### config.mk
export PLATFORM = sky130hd
export DESIGN_NAME = cpu_control_fsm
export DESIGN_NICKNAME = d
export VERILOG_FILES = /design/src/rtl/cpu_control_fsm.sv
export SDC_FILE = /design/constraint.sdc
export NUM_CORES = 1
export LEC_CHECK = 0
export CORE_MARGIN = 5
export CORE_UTILIZATION = 30
export CTS_CLUSTER_DIAMETER = 30
export DETAILED_ROUTE_END_ITERATION = 16
export HOLD_SLACK_MARGIN = 0.05
export PLACE_DENSITY = 0.58
export SLEW_MARGIN = 20
export SYNTH_ARGS = -nofsm -noshare
export SYNTH_HDL_FRONTEND = slang
export SYNTH_SLANG_ARGS = --single-unit
### constraint.sdc
create_clock -name i_clk -period 3.8 [get_ports i_clk]
set_clock_uncertainty 0.2 [all_clocks]
set_input_delay 1.14 -clock i_clk [delete_from_list [all_inputs] [get_ports i_clk]]
set_output_delay 1.14 -clock i_clk [all_outputs]
set_load 0.02 [all_outputs]
### src/rtl/cpu_control_fsm.sv
// cpu_control_fsm: multi-cycle RV32I control sequencer.
// Walks FETCH -> DECODE -> EXECUTE -> (MEMORY) -> (WRITEBACK) and drives the
// datapath strobes, PC/IR load, regfile write and memory handshakes.
// Optional build macro CTRL_ILLEGAL_TRAP_EN: illegal opcodes trap instead of
// retiring as NOPs.

package cpu_package;
    typedef enum logic [2:0] {
        R_TYPE = 3'd0,
        I_TYPE = 3'd1,
        S_TYPE = 3'd2,
        B_TYPE = 3'd3,
        U_TYPE = 3'd4,
        J_TYPE = 3'd5
    } instruction_type_t;
endpackage

module cpu_control_fsm
    import cpu_package::*;
#(
    parameter int unsigned RETIRE_CNT_W = 32,
    parameter int unsigned MEM_TIMEOUT  = 255
) (
    input  logic                    i_clk,
    input  logic                    i_rst,
    input  logic [31:0]             i_instruction,
    input  logic                    i_imem_ready,
    input  logic                    i_dmem_ready,
    input  logic                    i_branch_taken,
    output logic                    o_imem_req,
    output logic                    o_ir_write,
    output logic                    o_dmem_req,
    output logic                    o_dmem_we,
    output instruction_type_t       o_instruction_type,
    output logic                    o_alu_src_imm,
    output logic [1:0]              o_pc_src,
    output logic                    o_pc_write,
    output logic                    o_reg_write,
    output logic [1:0]              o_wb_sel,
    output logic                    o_illegal,
    output logic                    o_mem_timeout,
    output logic [RETIRE_CNT_W-1:0] o_retired,
    output logic [2:0]              o_state
);

    typedef enum logic [2:0] {
        S_IDLE      = 3'd0,
        S_FETCH     = 3'd1,
        S_DECODE    = 3'd2,
        S_EXECUTE   = 3'd3,
        S_MEMORY    = 3'd4,
        S_WRITEBACK = 3'd5,
        S_TRAP      = 3'd6
    } state_t;

    localparam logic [6:0] OPC_OP     = 7'b0110011;
    localparam logic [6:0] OPC_OPIMM  = 7'b0010011;
    localparam logic [6:0] OPC_LOAD   = 7'b0000011;
    localparam logic [6:0] OPC_JALR   = 7'b1100111;
    localparam logic [6:0] OPC_FENCE  = 7'b0001111;
    localparam logic [6:0] OPC_STORE  = 7'b0100011;
    localparam logic [6:0] OPC_BRANCH = 7'b1100011;
    localparam logic [6:0] OPC_LUI    = 7'b0110111;
    localparam logic [6:0] OPC_AUIPC  = 7'b0010111;
    localparam logic [6:0] OPC_JAL    = 7'b1101111;

    // Counter only ever holds up to MEM_TIMEOUT-1; reaching the limit traps.
    localparam int unsigned WD_W = (MEM_TIMEOUT > 1) ? $clog2(MEM_TIMEOUT) : 1;

    state_t                  r_state;
    logic [RETIRE_CNT_W-1:0] r_retired;
    logic                    r_illegal;
    logic                    r_mem_timeout;
    logic [WD_W-1:0]         r_wd_cnt;

    logic [6:0]        w_opcode;
    instruction_type_t w_type;
    logic              w_legal;
    logic              w_is_load;
    logic              w_is_store;
    logic              w_is_branch;
    logic              w_is_jal;
    logic              w_is_jalr;
    logic              w_is_fence;
    logic              w_stall;
    logic              w_wd_expire;
    logic              w_unused_bits;

    assign w_opcode      = i_instruction[6:0];
    assign w_unused_bits = ^i_instruction[31:7];

    // Classify the opcode and derive the immediate format.
    always_comb begin
        w_type      = R_TYPE;
        w_legal     = 1'b1;
        w_is_load   = 1'b0;
        w_is_store  = 1'b0;
        w_is_branch = 1'b0;
        w_is_jal    = 1'b0;
        w_is_jalr   = 1'b0;
        w_is_fence  = 1'b0;
        case (w_opcode)
            OPC_OP:     w_type = R_TYPE;
            OPC_OPIMM:  w_type = I_TYPE;
            OPC_LOAD:   begin w_type = I_TYPE; w_is_load  = 1'b1; end
            OPC_JALR:   begin w_type = I_TYPE; w_is_jalr  = 1'b1; end
            OPC_FENCE:  begin w_type = I_TYPE; w_is_fence = 1'b1; end
            OPC_STORE:  begin w_type = S_TYPE; w_is_store = 1'b1; end
            OPC_BRANCH: begin w_type = B_TYPE; w_is_branch = 1'b1; end
            OPC_LUI:    w_type = U_TYPE;
            OPC_AUIPC:  w_type = U_TYPE;
            OPC_JAL:    begin w_type = J_TYPE; w_is_jal = 1'b1; end
            default:    w_legal = 1'b0;
        endcase
    end

    // A stall is any cycle with a request outstanding and no ready.
    assign w_stall = ((r_state == S_FETCH)  && !i_imem_ready) ||
                     ((r_state == S_MEMORY) && !i_dmem_ready);
    assign w_wd_expire = (MEM_TIMEOUT != 0) && w_stall &&
                         (r_wd_cnt == WD_W'(MEM_TIMEOUT - 1));

    // Sequencer: state, retire counter, sticky flags and handshake watchdog.
    always_ff @(posedge i_clk) begin
        if (i_rst) begin
            r_state       <= S_IDLE;
            r_retired     <= '0;
            r_illegal     <= 1'b0;
            r_mem_timeout <= 1'b0;
            r_wd_cnt      <= '0;
        end else begin
            if (w_stall) r_wd_cnt <= r_wd_cnt + WD_W'(1);
            else         r_wd_cnt <= '0;

            if (w_wd_expire) begin
                r_state       <= S_TRAP;
                r_mem_timeout <= 1'b1;
            end else begin
                case (r_state)
                    S_IDLE:  r_state <= S_FETCH;
                    S_FETCH: if (i_imem_ready) r_state <= S_DECODE;
                    S_DECODE: begin
                        if (!w_legal) begin
`ifdef CTRL_ILLEGAL_TRAP_EN
                            r_state   <= S_TRAP;
                            r_illegal <= 1'b1;
`else
                            r_state   <= S_FETCH;
                            r_retired <= r_retired + RETIRE_CNT_W'(1);
`endif
                        end else begin
                            r_state <= S_EXECUTE;
                        end
                    end
                    S_EXECUTE: begin
                        if (w_is_branch || w_is_fence) begin
                            r_state   <= S_FETCH;
                            r_retired <= r_retired + RETIRE_CNT_W'(1);
                        end else if (w_is_load || w_is_store) begin
                            r_state <= S_MEMORY;
                        end else begin
                            r_state <= S_WRITEBACK;
                        end
                    end
                    S_MEMORY: begin
                        if (i_dmem_ready) begin
                            if (w_is_store) begin
                                r_state   <= S_FETCH;
                                r_retired <= r_retired + RETIRE_CNT_W'(1);
                            end else begin
                                r_state <= S_WRITEBACK;
                            end
                        end
                    end
                    S_WRITEBACK: begin
                        r_state   <= S_FETCH;
                        r_retired <= r_retired + RETIRE_CNT_W'(1);
                    end
                    S_TRAP:  r_state <= S_TRAP;
                    default: r_state <= S_IDLE;
                endcase
            end
        end
    end

    // Datapath controls decoded from state and opcode; all quiet while in reset.
    always_comb begin
        o_imem_req         = 1'b0;
        o_ir_write         = 1'b0;
        o_dmem_req         = 1'b0;
        o_dmem_we          = 1'b0;
        o_instruction_type = R_TYPE;
        o_alu_src_imm      = 1'b0;
        o_pc_src           = 2'd0;
        o_pc_write         = 1'b0;
        o_reg_write        = 1'b0;
        o_wb_sel           = 2'd0;
        if (!i_rst) begin
            case (r_state)
                S_FETCH: begin
                    o_imem_req = 1'b1;
                    if (i_imem_ready) begin
                        o_ir_write = 1'b1;
                        o_pc_write = 1'b1;
                        o_pc_src   = 2'd0;
                    end
                end
                S_DECODE: o_instruction_type = w_type;
                S_EXECUTE: begin
                    o_instruction_type = w_type;
                    o_alu_src_imm      = (w_type != R_TYPE) && (w_type != B_TYPE);
                    if (w_is_branch) begin
                        o_pc_write = i_branch_taken;
                        o_pc_src   = 2'd1;
                    end else if (w_is_jal) begin
                        o_pc_write = 1'b1;
                        o_pc_src   = 2'd1;
                    end else if (w_is_jalr) begin
                        o_pc_write = 1'b1;
                        o_pc_src   = 2'd2;
                    end
                end
                S_MEMORY: begin
                    o_instruction_type = w_type;
                    o_dmem_req         = 1'b1;
                    o_dmem_we          = w_is_store;
                end
                S_WRITEBACK: begin
                    o_instruction_type = w_type;
                    o_reg_write        = 1'b1;
                    if (w_is_load)                  o_wb_sel = 2'd1;
                    else if (w_is_jal || w_is_jalr) o_wb_sel = 2'd2;
                end
                default: ;
            endcase
        end
    end

    assign o_illegal     = r_illegal;
    assign o_mem_timeout = r_mem_timeout;
    assign o_retired     = r_retired;
    assign o_state       = r_state;

endmodule
==> flow_metrics.env, run 1 <==
export IMPL_synth_largest_area_cell="dfxtp_1"
export IMPL_die_x_um=102
export IMPL_ant_nets=0
export IMPL_p_switching_uw=251
export IMPL_final_nets=452
export IMPL_finalSetupViolCount=0
export IMPL_vias=2687
export IMPL_required_ns=2.46
export IMPL_design_core_area_um2=8260
export IMPL_remaining_drc_errors=0
export IMPL_wl_per_cell_um=14.3
export IMPL_rows=33
export IMPL_p_comb_frac=0.149
export IMPL_ios=88
export IMPL_hold_path_depth=1
export IMPL_p_int_uw=674
export IMPL_maxSlewViolCount=0
export IMPL_synth_top_area_frac=0.345
export IMPL_syn_area_um2=2550
export IMPL_ys_warn_count=0
export IMPL_synth_area_leaders="dfxtp_1, nor2_1, a21oi_1"
export IMPL_syn_instance_count=325
export IMPL_avgSynthCellArea_um2=7.85
export IMPL_min_period_ns=3.75
export IMPL_power_leakage_nw=1.33
export IMPL_syn_num_nets=365
export IMPL_cts_made_buffers=5
export IMPL_min_path_type="register to register"
export IMPL_layout_drive_gt1_share=0.206
export IMPL_dp_slack_ns=-0.701
export IMPL_cts_clk_slew_worst_paths_ns=0.08
export IMPL_holdBufCountCts=0
export IMPL_initial_core_util=0.309
export IMPL_cts_sinks=44
export IMPL_antenna_found_initial=0
export IMPL_async_reset_ff_frac=0
export IMPL_max_cap_violations=0
export IMPL_timing_fmax_mhz=267
export IMPL_worstPathArrival_ns=2.41
export IMPL_whs_ns=0.267
export IMPL_cts_tree="yes"
export IMPL_clock_tree_root_cell="clkbuf_8"
export IMPL_grt_max_degree=36
export IMPL_clk_path_buf_depth=2
export IMPL_seq_area_frac_synth=0.345
export IMPL_vias_per_cell=5.19
export IMPL_grt_pass1_wl_um=12000
export IMPL_cp_max_fo=5
export IMPL_wl_um=7430
export IMPL_synth_edf_count=0
export IMPL_rsz0062_at_grt="false"
export IMPL_status="finished clean"
export IMPL_synth_ff_type="dfxtp_1"
export IMPL_p_seq_frac=0.513
export IMPL_fp_dieArea_um2=10400
export IMPL_worst_slew_pin_slew_ns=0.537
export IMPL_area_growth_pct=43.5
export IMPL_final_hold_viol_count=0
export IMPL_layout_commonest_cell="dfxtp_1"
export IMPL_fin_tns_setup_ns=0
export IMPL_synth_cell_types=58
export IMPL_grt_total_usage=0.142
export IMPL_drt_iter0_drc=116
export IMPL_die_y_um=102
export IMPL_endpoint_kind="output pin"
export IMPL_numPortBuffers=61
export IMPL_power_density_nw_per_um2=253
export IMPL_num_antenna_cells=0
export IMPL_synth_seq_cells=44
export IMPL_layout_common_cells="dfxtp_1, buf_4, clkdlybuf4s50_1"
export IMPL_firstDrtPassIters=4
export IMPL_hpwl_um=5560
export IMPL_timing_final_crit_share=0.987
export IMPL_grt_overflow_total=0
export IMPL_grt_pass1_vias=2499
export IMPL_worst_ir_drop_vdd_mv=0.169
export IMPL_reg2reg_depth=6
export IMPL_slew_limit_headroom=0.639
export IMPL_path_class="input port to output pin"
export IMPL_worstSkewPairLatency_ns=0.30
export IMPL_start_kind="input port"
export IMPL_switching_share=0.272
export IMPL_cts_htree_levels=2
export IMPL_gp_congestion=0.842
export IMPL_power_frac_clock=0.338
export IMPL_fin_ws_ns=0.0497
critical path: stages:
cell and delay [ns]:
dlygate4sd2_1 0.30, nand2b_1 0.19, a211oi_2 0.25, nor2_2 0.07, a2111oi_4 0.27, buf_4 0.19
cell usage after synthesis (5+ instances only):
master and instances:
dfxtp_1 44, nor2_1 38, a21oi_1 27, nand2_1 20, nand3_1 17, clkbuf_1 15
o21ai_0 12, or4_1 12, o31ai_1 11, or3_1 10, xnor2_1 9, nand4_1 8
nor3_1 8, nand2b_1 7, nor4_1 7, and3_1 6, nor2b_1 6, and4_1 5
buf_2 5, inv_1 5, xor2_1 5
per-layer routing:
layer,share of wire,track usage,up-vias
li1,-,-,1379
met1,0.47,0.187,1267
met2,0.48,0.237,37
met3,0.043,0.0314,4
met4,0.0051,0.0303,0
met5,0,0,-
final cells by class:
class,instances,area [µm²]
sequential,44,881
fill,855,4600
clock inverter,2,15.0
inverter,5,18.8
clock buffer,6,82.6
tap,105,131
multi-input combinational,255,1650
timing repair buffer,101,880
final timing paths:
check,from,to,slack (ns)
max,i_instruction[6],o_alu_src_imm,0.05
min,r_wd_cnt[0]$_SDFF_PP0_,r_wd_cnt[0]$_SDFF_PP0_,0.27
max reg2reg,o_retired[5]$_SDFFE_PP0P_,o_retired[28]$_SDFFE_PP0P_,0.94
min reg2reg,r_wd_cnt[0]$_SDFF_PP0_,r_wd_cnt[0]$_SDFF_PP0_,0.27
metrics by stage:
stage | util | total power, mW | instance area, µm² | std cells
floorplan | - | 0.553 | 2560 | 325
global placement | 0.423 | 0.616 | 3500 | 508
detailed placement | 0.423 | 0.618 | 3500 | 508
CTS | 0.438 | 0.937 | 3620 | 517
global route | 0.443 | 0.981 | 3660 | 518
finish | 0.443 | 0.926 | 3660 | 518
what timing repair did:
item                                    in CTS  in global routing
endpoints found under the setup margin      15                 28
cloned                                       0                  1
pin swaps                                    3                  2
setup buffers                                1                  0
resized for setup                           61                 15
power groups by stage:
| stage | Combinational, mW | Sequential (mW) | Clock (mW) |
|---|---|---|---|
| 6_report | 0.138 | 0.475 | 0.313 |
| 5_1_grt | 0.150 | 0.477 | 0.354 |
| 4_1_cts | 0.135 | 0.475 | 0.327 |
| 3_5_place_dp | 0.132 | 0.486 | 0 |
| 3_3_place_gp | 0.130 | 0.486 | 0 |
| 2_1_floorplan | 0.0677 | 0.485 | 0 |
cell families (layout without fill, tap and decap cells):
group,count (synthesis),in the layout,share of synthesized area
mux,2,2,0.00834
buf+inv,26,114,0.0422
flops,44,44,0.345
compound gates,71,71,0.176
other cells,1,1,0.00147
fa+ha+maj,3,3,0.0147
xor+xnor,14,14,0.0481
simple gates,164,164,0.364
registers in the layout (all words and copies together), names as in the netlist:
signal	flops
o_retired	32
r_wd_cnt	8
o_mem_timeout	1
o_state	3
Power figures use the tool's default switching activity.
==> run 2: changes to the inputs <==
- CORE_ASPECT_RATIO: not set -> 1.25
==> flow_metrics.env, run 2 (synthesized netlist as in run 1, its figures left out) <==
export IMPL_drt_iter0_drc=144
export IMPL_wl_um=7130
export IMPL_worstSkewPairLatency_ns=0.29
export IMPL_clk_path_buf_depth=2
export IMPL_die_y_um=113
export IMPL_endpoint_kind="output pin"
export IMPL_max_cap_violations=0
export IMPL_finalSetupViolCount=0
export IMPL_maxSlewViolCount=0
export IMPL_worst_ir_drop_vdd_mv=0.118
export IMPL_grt_max_degree=40
export IMPL_initial_core_util=0.308
export IMPL_hpwl_um=5310
export IMPL_start_kind="input port"
export IMPL_slowest_delay_ns=0.50
export IMPL_die_x_um=92.5
export IMPL_whs_ns=0.279
export IMPL_gp_congestion=0.766
export IMPL_area_growth_pct=43.0
export IMPL_antenna_found_initial=0
export IMPL_total_power_uw=925
export IMPL_power_leakage_nw=1.31
export IMPL_rsz0062_at_grt="true"
export IMPL_vias=2719
export IMPL_layout_drive_gt1_share=0.201
export IMPL_design_core_area_um2=8290
export IMPL_timing_fmax_mhz=265
export IMPL_fin_ws_ns=0.0299
export IMPL_dpl_cell_count=500
export IMPL_dp_slack_ns=-0.720
export IMPL_rows=37
export IMPL_worstPathArrival_ns=2.43
export IMPL_numPortBuffers=61
export IMPL_cp_top_family="buffers and inverters"
export IMPL_worst_slew_pin_slew_ns=0.602
export IMPL_path_buf_inv=4
export IMPL_min_path_type="register to register"
export IMPL_cts_sinks=44
export IMPL_firstDrtPassIters=4
export IMPL_layout_commonest_cell="dfxtp_1"
export IMPL_path_class="input port to output pin"
export IMPL_cp_common_cell="buf_4"
export IMPL_slew_limit_headroom=0.596
export IMPL_num_antenna_cells=0
export IMPL_timing_final_crit_share=0.992
export IMPL_cts_made_buffers=5
export IMPL_cts_clk_slew_worst_paths_ns=0.09
export IMPL_cts_tree="yes"
export IMPL_vias_per_cell=5.34
export IMPL_wl_per_cell_um=14.0
export IMPL_postLayoutCoreUtil=0.440
export IMPL_clock_tree_root_cell="clkbuf_8"
export IMPL_holdBufCountCts=0
export IMPL_grt_total_usage=0.141
export IMPL_min_period_ns=3.77
export IMPL_required_ns=2.46
export IMPL_ant_nets=0
export IMPL_fp_dieArea_um2=10500
export IMPL_grt_pass1_vias=2743
export IMPL_layout_common_cells="dfxtp_1, buf_4, clkdlybuf4s50_1"
export IMPL_grt_pass1_wl_um=12500
export IMPL_cts_htree_levels=2
export IMPL_grt_overflow_total=0
export IMPL_cpMaxStageDelayCell="clkdlybuf4s50_1"
export IMPL_cp_max_fo=3
export IMPL_largest_reg_flops=32
export IMPL_worstPathCellList="clkdlybuf4s50_1 > nand2_2 > buf_4 > nor3_4 > buf_4 > and3_1 > buf_4"
export IMPL_final_hold_viol_count=0
export IMPL_status="finished clean"
export IMPL_power_density_nw_per_um2=254
export IMPL_remaining_drc_errors=0
export IMPL_ios=88
export IMPL_layoutNonFillerInstCount=509
export IMPL_final_nets=451
run 2: cell types whose count changed in the layout (fill, tap and decap cells not counted), sizes merged:
cell and change:
clkdlybuf4s15 -2, clkdlybuf4s50 +2, dlymetal6s2s -3, dlygate4sd2 +2
run 2: worst paths after layout:
path | depth (start not counted) | slack (ns) | from | to
setup reg to reg | 6 | 0.95 | o_retired[8]$_SDFFE_PP0P_ | o_retired[22]$_SDFFE_PP0P_
hold reg to reg | 1 | 0.28 | r_wd_cnt[0]$_SDFF_PP0_ | r_wd_cnt[0]$_SDFF_PP0_
hold / removal | 1 | 0.28 | r_wd_cnt[0]$_SDFF_PP0_ | r_wd_cnt[0]$_SDFF_PP0_
setup / recovery | 7 | 0.03 | i_instruction[0] | o_instruction_type[2]
run 2: per-layer routing:
metal,wire [µm],vias to the layer above,global-route usage,share of wire
met4,113,0,0.0416,0.016
met1,3130,1263,0.169,0.44
met2,3540,69,0.249,0.50
li1,-,1377,-,-
met3,350,10,0.0332,0.049
met5,0,-,0,0
run 2: timing repair:
action / 4_1_cts / 5_1_grt
endpoints found under the setup margin: 27 / 10
buffers inserted: 0 / 1
pin swaps: 3 / 2
gates resized for setup: 61 / 17
run 2: area by class of cell:
type / count / area, µm²
tap: 97 / 121
multi-input combinational: 255 / 1660
clock inverter: 2 / 15.0
sequential: 44 / 881
clock buffer: 6 / 82.6
timing repair buffer: 100 / 867
inverter: 5 / 18.8
fill: 850 / 4640
run 2: stage by stage:
stage | area, µm² | TNS, ns
finish | 3650 | 0
global route | 3650 | -0.0668
CTS | 3630 | -0.0127
detailed placement | 3500 | -13.51
global placement | 3500 | -14.20
floorplan | 2560 | -0.0184
run 2: power by group:
part | total [mW] | switching, mW | internal (mW)
registers | 0.475 | 0.00987 | 0.465
logic | 0.142 | 0.0763 | 0.0654
clock network | 0.308 | 0.161 | 0.147
run 2: worst reg2reg max path, cell delays in order (launching register included):
cell and delay (ns):
dfxtp_1 0.48, nand3_1 0.15, or4b_4 0.55, or3_1 0.32, or4_1 0.58, or3_1 0.37
a21oi_1 0.14
